### config.mk
export PLATFORM = sky130hd
export DESIGN_NAME = imem_loader
export DESIGN_NICKNAME = d
export VERILOG_FILES = /design/src/rtl/imem_loader_pkg.sv /design/src/rtl/word_byte_serializer.sv /design/src/rtl/imem_loader.sv
export SDC_FILE = /design/constraint.sdc
export NUM_CORES = 1
export LEC_CHECK = 0
export CORE_UTILIZATION = 40
export CTS_BUF_LIST = sky130_fd_sc_hd__clkbuf_8
export CTS_CLUSTER_SIZE = 28
export DETAILED_ROUTE_END_ITERATION = 16
export PLACE_DENSITY_LB_ADDON = 0.1
export SETUP_SLACK_MARGIN = 0.3
export SLEW_MARGIN = 20
export SYNTH_ARGS = -nofsm -noshare
export SYNTH_HDL_FRONTEND = slang
export SYNTH_SLANG_ARGS = --single-unit
### constraint.sdc
create_clock -name clk -period 4.3 [get_ports clk]
set_clock_uncertainty 0.15 [all_clocks]
set_input_delay 0.86 -clock clk [delete_from_list [all_inputs] [get_ports clk]]
set_output_delay 0.86 -clock clk [all_outputs]
set_load 0.1 [all_outputs]
### src/rtl/imem_loader_pkg.sv
// Shared constants for the PPU instruction store: geometry, loader states and
// the big-endian byte selection used when serializing instruction words.
package imem_loader_pkg;

  localparam int unsigned BYTES_PER_WORD = 4;
  localparam int unsigned IMEM_ADDR_W    = 8;
  localparam int unsigned IMEM_DEPTH     = 256;

  typedef enum logic [2:0] {
    ST_IDLE,
    ST_LOAD,
    ST_WRITE,
    ST_DONE,
    ST_ERR
  } loader_state_e;

  function automatic logic [7:0] be_byte(input logic [31:0] word, input logic [1:0] idx);
    logic [7:0] b;
    unique case (idx)
      2'd0:    b = word[31:24];
      2'd1:    b = word[23:16];
      2'd2:    b = word[15:8];
      default: b = word[7:0];
    endcase
    return b;
  endfunction

endpackage

### src/rtl/word_byte_serializer.sv
// Latches one instruction word and presents its bytes MSB first, one per
// advance, from a registered byte output.
module word_byte_serializer
  import imem_loader_pkg::*;
(
  input  logic        clk,
  input  logic        rst_n,
  input  logic        load,
  input  logic        advance,
  input  logic [31:0] data_in,
  output logic [7:0]  byte_out,
  output logic        last_byte
);

  logic [31:0] word;
  logic [1:0]  idx;
  logic [1:0]  idx_next;

  assign idx_next  = idx + 2'd1;
  assign last_byte = (idx == 2'(BYTES_PER_WORD - 1));

  // byte_out is loaded with the byte for the index being entered so the
  // write data is valid in the same cycle as the strobe.
  always_ff @(posedge clk or negedge rst_n) begin
    if (!rst_n) begin
      word     <= '0;
      idx      <= '0;
      byte_out <= '0;
    end else if (load) begin
      word     <= data_in;
      idx      <= '0;
      byte_out <= be_byte(data_in, 2'd0);
    end else if (advance) begin
      idx      <= idx_next;
      byte_out <= be_byte(word, idx_next);
    end
  end

endmodule

### src/rtl/imem_loader.sv
// Boot loader: accepts 32-bit words on a valid/ready stream and writes them
// big-endian into the byte-wide instruction store, holding the PPU in reset.
module imem_loader
  import imem_loader_pkg::*;
#(
  parameter int unsigned BASE_ADDR = 0,
  parameter int unsigned MAX_WORDS = 64
) (
  input  logic                   clk,
  input  logic                   rst_n,
  input  logic                   start,
  input  logic                   word_valid,
  input  logic [31:0]            word_data,
  input  logic                   word_last,
  output logic                   word_ready,
  output logic                   mem_we,
  output logic [IMEM_ADDR_W-1:0] mem_addr,
  output logic [7:0]             mem_wdata,
  output logic                   busy,
  output logic                   done,
  output logic                   error,
  output logic                   cpu_hold,
  output logic [6:0]             word_count
);

  localparam logic [IMEM_ADDR_W-1:0] BASE    = IMEM_ADDR_W'(BASE_ADDR);
  localparam logic [6:0]             MAX_CNT = 7'(MAX_WORDS);

  loader_state_e          state, state_next;
  logic [IMEM_ADDR_W-1:0] ptr, ptr_next, addr_next;
  logic [6:0]             count_next;
  logic                   last_q;
  logic                   load, advance, last_byte;

  word_byte_serializer u_ser (
    .clk       (clk),
    .rst_n     (rst_n),
    .load      (load),
    .advance   (advance),
    .data_in   (word_data),
    .byte_out  (mem_wdata),
    .last_byte (last_byte)
  );

  always_comb begin
    state_next = state;
    ptr_next   = ptr;
    addr_next  = mem_addr;
    count_next = word_count;
    load       = 1'b0;
    advance    = 1'b0;
    unique case (state)
      ST_LOAD: begin
        if (word_valid) begin
          load       = 1'b1;
          addr_next  = ptr;
          state_next = ST_WRITE;
        end
      end
      ST_WRITE: begin
        advance   = 1'b1;
        ptr_next  = ptr + IMEM_ADDR_W'(1);
        addr_next = ptr + IMEM_ADDR_W'(1);
        if (last_byte) begin
          count_next = word_count + 7'd1;
          if (last_q)                     state_next = ST_DONE;
          else if (count_next == MAX_CNT) state_next = ST_ERR;
          else                            state_next = ST_LOAD;
        end
      end
      default: begin
        if (start) begin
          state_next = ST_LOAD;
          ptr_next   = BASE;
          count_next = '0;
        end
      end
    endcase
  end

  // Status outputs are registered from the next state so they line up with
  // the state they describe and never see an input combinationally.
  always_ff @(posedge clk or negedge rst_n) begin
    if (!rst_n) begin
      state      <= ST_IDLE;
      ptr        <= BASE;
      mem_addr   <= '0;
      word_count <= '0;
      last_q     <= 1'b0;
      word_ready <= 1'b0;
      mem_we     <= 1'b0;
      busy       <= 1'b0;
      done       <= 1'b0;
      error      <= 1'b0;
      cpu_hold   <= 1'b1;
    end else begin
      state      <= state_next;
      ptr        <= ptr_next;
      mem_addr   <= addr_next;
      word_count <= count_next;
      if (load) last_q <= word_last;
      word_ready <= (state_next == ST_LOAD);
      mem_we     <= (state_next == ST_WRITE);
      busy       <= (state_next == ST_LOAD) || (state_next == ST_WRITE);
      done       <= (state_next == ST_DONE);
      error      <= (state_next == ST_ERR);
      cpu_hold   <= (state_next != ST_DONE);
    end
  end

endmodule
After elaboration in Yosys (flattened, before gate mapping) --
Index checks and enable logic that the tools add are counted.
Word-level totals: register bits 75, bits of input ports 37, logic and storage cells 60
Cells by class: add/sub/neg operators 3, equal/unequal tests 13, muxes and demuxes 21, bitwise operators 1, reduce and logical (&&, ||, !) cells 8
Operators with widths (count):
- 8-bit two-way mux | 4
- 8-bit case mux with 2 select lines | 2
- 8-bit case mux with 3 select lines | 1
- 3-bit two-way mux | 5
- 7-bit two-way mux | 2
- 7-bit case mux with 2 select lines | 1
- 3-bit by 2-bit equality test with 1-bit output (second input constant) | 3
- 8-bit by 1-bit adder with 8-bit output (second input constant) | 1
- 7-bit by 1-bit adder with 7-bit output (second input constant) | 1
- 7-bit equality test (second input constant) | 1
- 3-bit by 1-bit equality test with 1-bit output (second input constant) | 2
- 3-bit case mux with 2 select lines | 1
- 2-bit nonzero test | 3
- 2-bit equality test (second input constant) | 2
- 2-bit two-way mux | 2
- 2-bit != test (second input constant) | 2
- 2-bit AND reduction | 2
- 3-bit equality test (second input constant) | 1
- 1-bit two-way mux | 3
- 3-bit by 2-bit != test with 1-bit output (second input constant) | 1
- 3-bit AND reduction | 1
- 2-bit by 1-bit adder with 2-bit output (second input constant) | 1
- 2-bit by 1-bit equality test with 1-bit output (second input constant) | 1
- 2-bit logical NOT | 1
- 2 further kinds | 2

Logic depth before layout (Yosys ltp) --
depth after elaboration 8, gate-level depth with buffers 7, depth with buffers taken out 6

Cells and area by module --
Synthesis repeated with hierarchy kept, for this count alone.
Unflattened totals: cells, all modules 334, area total of the unflattened synthesis 3693.5 um^2
By module, submodules not included:
- word_byte_serializer | instances 1, cells each 147, area an instance 1948.1 um^2
- imem_loader | instances 1, cells each 187, area an instance 1745.4 um^2

Worst setup path before layout --
No wires, ideal clock.
path type register -> register, start point register word_count[0], end point register word_count[6], data arrival time 2.080 ns, data required time 3.988 ns, slack 1.908 ns, cell stages (with the launch flop) 6, cells stage by stage dfrtp_1 > ha_1 > nand4_1 > o21ba_2 > o41ai_1 > o41ai_1
On the way: cells in the longest elaborated chain, start to end 3
Ends and longest elaborated chain:
- start, declared | RTL line imem_loader.sv:23 | output logic [6:0] word_count
- start signal, assigned | RTL line imem_loader.sv:100 | word_count <= count_next;
- 7-bit by 1-bit adder with 7-bit output | RTL line imem_loader.sv:65 | count_next = word_count + 7'd1;
- 7-bit two-way mux | RTL line imem_loader.sv:64 | if (last_byte) begin
- 7-bit case mux with 2 select lines | RTL line imem_loader.sv:52 | unique case (state)
No other way between the ends. The select of a mux whose other input is x is not followed. A chain may end at the register's enable or synchronous reset.

Worst setup path after layout --
start point register word_count[3], end point output port word_count[3]
No word-level cell between the ends.

==> results.tsv <==
stage	metric	value	unit
yosys	syn-num-nets	437	
finish	nNetsFinal	489	
global_routing	antenna_found_initial	0	
floorplan	top_level_ports	66	
clock_network	cts_tree	done	
yosys	ys_ff_latch	75	
floorplan	core	8678	sq um
detailed_routing	antenna_left	0	
clock_network	clock_sinks	75	
clock_network	cts_resized	0	
detailed_routing	drtIter0Drc	215	
global_routing	overflow	0	
clock_network	path_clk_slew	0.07	ns
finish	antenna_cells	0	
sta	relSlewSlack	0.3464	
detailed_routing	totalWireLength	8.184	mm
critical_path	endpoint	word_count[3]	
critical_path	worst-path-stages	1	
finish	utilization	0.5179	
sta	finalCritPeriodShare	0.7187	
yosys	yosysUniqueCellTypes	50	
status	status	finished clean	
floorplan	rows	34	
detailed_routing	drc_errors	0	
global_routing	grt_max_degree	76	
run	cap_violations	0	
yosys	yosys-top-cells-area	dfrtp_1 (52%), nand2_1 (13%), a21oi_1 (3.2%), ha_1 (3.1%), a222oi_1 (2.2%)	
floorplan	die_w	96.62	microns
clock_network	clkLatencyLatePin	0.34	ns
detailed_routing	vias	2976	
yosys	synth_area_per_cell	9.158	sq um
global_routing	grt_pass1_wl	14.15	mm
yosys	synth_top_area_frac	0.5171	
yosys	yosysTopAreaCell	dfrtp_1	
sta	fin_crit	3.090	ns
detailed_routing	vias_per_cell	5.362	
sta	finalSetupTns	0	ns
yosys	yosysWarnings	0	
power	p_leak	0.002047	uW
power	power_density	837.3	nW/um^2
critical_path	endpoint_kind	primary output	
clock_network	cts_root_buf	clkbuf_8	
clock_network	h-tree-depth	3	
floorplan	start_util	0.4126	
yosys	synth_ff_type	dfrtp_1	
critical_path	worst-path-buf-inv	1	
clock_network	hold_buffers	0	
critical_path	cp_top_family	buffers and inverters	
yosys	ys_seq_area_frac	0.5245	
clock_network	clockBufferDepth	2	
critical_path	cp_max_fo	11	
sta	tightestPinTransition	0.9773	ns
critical_path	r2r_start	state[1]	
critical_path	arrival	2.08	ns
clock_network	cts_setup_buffers	0	
critical_path	start_kind	flop	
hold_path	hold_start	u_ser.word[6]	
sta	finalSetupViolCount	0	
critical_path	max_stage_delay	1.20	ns
placed_design	place_congestion	0.7711	
critical_path	rrSetupSlack	1.63	ns
yosys	synth_area	3581	sq um
power	ir_worst_vdd	0.0004760	V
critical_path	crit_path_cell_trace	clkdlybuf4s50_1	
finish	layout-drive-gt1-share	0.07606	
critical_path	worstSetupStartpoint	word_count[3]	
yosys	async_reset_ff_frac	1.000	
sta	fmax	0.3236	GHz
clock_network	numCtsBuffers	9	
finish	fin_area	4494	sq um
power	power.total	3763	uW
finish	syn2layout_area_growth	25.51	%
yosys	syn_inst	391	
sta	final_max_slew_viol_count	0	
yosys	synth_edf_count	0	
critical_path	reg2reg_to	word_count[4]	
critical_path	critPathSlowestCell	clkdlybuf4s50_1	
floorplan	fp.dieArea	9334	sq um
global_routing	grt_util_all_layers	0.1869	
finish	nFillCells	837	
placed_design	dp.cells	540	
finish	fin_cells	555	
sta	finalHoldViolCount	0	
placed_design	io_buffers	65	
placed_design	placed_cell_area	4254	sq um
critical_path	crit_type	flop to primary output	
floorplan	fp.dieH	96.62	microns
global_routing	first_global_vias	2856	
critical_path	reg2reg_depth	5	
detailed_routing	wl_per_cell	14.75	microns
sta	rsz0062_at_grt	no	
detailed_routing	dr.pass1.iters	5	
hold_path	min_path_type	flop to flop	
critical_path	worstPathRequired	3.29	ns
placed_design	dp_hpwl	5.381	mm
## layout make-up
type / count / area, sq um / share of cell area
sequential: 75 / 1878 / 0.4179
clock inverter: 5 / 102.6 / 0.02283
inverter: 13 / 48.80 / 0.01086
tap: 108 / 135.1 / 0.03007
timing repair buffer: 67 / 663.1 / 0.1476
clock buffer: 10 / 137.6 / 0.03062
multi-input combinational: 277 / 1529 / 0.3402
## per-layer routing
metal  track usage  part of all wire  vias up
met4       0.06085             0.013        0
met3       0.03829             0.053       11
li1              -                 -     1454
met5             0                 0        -
met2        0.2806              0.46       80
met1        0.2702              0.47     1431
## cell families after synthesis
kind of cell / share of synthesized area
AND/OR/NAND/NOR: 0.2142
AO/OA/AOI/OAI: 0.1667
multiplexers: 0.005940
XOR/XNOR: 0.007339
adder cells (fa/ha/maj): 0.03145
buffers and inverters: 0.04996
flip-flops: 0.5245
## power breakdown
group | internal (uW) | leakage (uW) | switching [uW]
registers | 1010 | 0.000937 | 228
clock network | 397 | 0.000124 | 253
logic | 530 | 0.000986 | 1350
total | 1930 | 0.00205 | 1830
## worst min-delay path by stage
stage / endpoint / slack (ns) / cells past startpoint
floorplan: u_ser.word[0] / 0.29 / 2
global placement: u_ser.word[6] / 0.31 / 2
detailed placement: u_ser.word[6] / 0.31 / 2
CTS: u_ser.word[6] / 0.33 / 2
global route: u_ser.word[14] / 0.36 / 2
finish: u_ser.word[6] / 0.32 / 2
## per-stage QoR
stage	setup slack, ns	hold WS (ns)
floorplan	1.908	0.2903
global placement	1.433	0.3069
detailed placement	1.415	0.3091
CTS	1.205	0.3265
global route	1.142	0.3594
finish	1.210	0.3212
## registers in the layout, summed over array words and instances (netlist names), 2 cells and up
name            count
state               3
u_ser.word         32
mem_addr            8
u_ser.idx           2
ptr                 8
word_count          7
u_ser.byte_out      8
## cell usage in the layout (no fill, tap or decap), types with 2 or more instances in the layout
master           netlist  routed
bufinv_16              0       3
o211ai_1               2       2
nand2b_1               3       3
nand2_1              121     121
a31oi_1               10      10
a21oi_1               23      23
ha_1                   9       9
a222oi_1               8       8
o21ai_1                5       5
o22ai_1                9       9
nor3_2                 2       2
buf_4                  4       3
o32ai_1                2       2
nor4_1                 2       2
dfrtp_1               74      74
a211oi_1               4       4
clkbuf_8               0      10
nor2_1                15      15
o41ai_1                5       5
nand3_1                4       4
o21ai_0               16      16
clkdlybuf4s50_1        0      64
inv_1                 12      13
nand4_1                4       4
and3_1                 3       3
xnor2_1                3       3
nor2_2                 3       3
nor3_1                 3       3
## cells in the mapped netlist (2+ instances only)
cell type	instances
ha_1	9
buf_2	13
nor3_1	3
nor4_1	2
o41ai_1	5
inv_1	12
o21ai_1	5
o211ai_1	2
and3_1	3
buf_4	4
clkbuf_1	8
nand2b_1	3
nor3_2	2
nor2_2	3
nand3_1	4
dfrtp_1	74
a31oi_1	10
o22ai_1	9
nand4_1	4
a211oi_1	4
nand2_1	121
a222oi_1	8
nor2_1	15
a21oi_1	23
o21ai_0	16
xnor2_1	3
nand4bb_1	2
o32ai_1	2
Note: power is estimated with default switching activity, not from simulation.
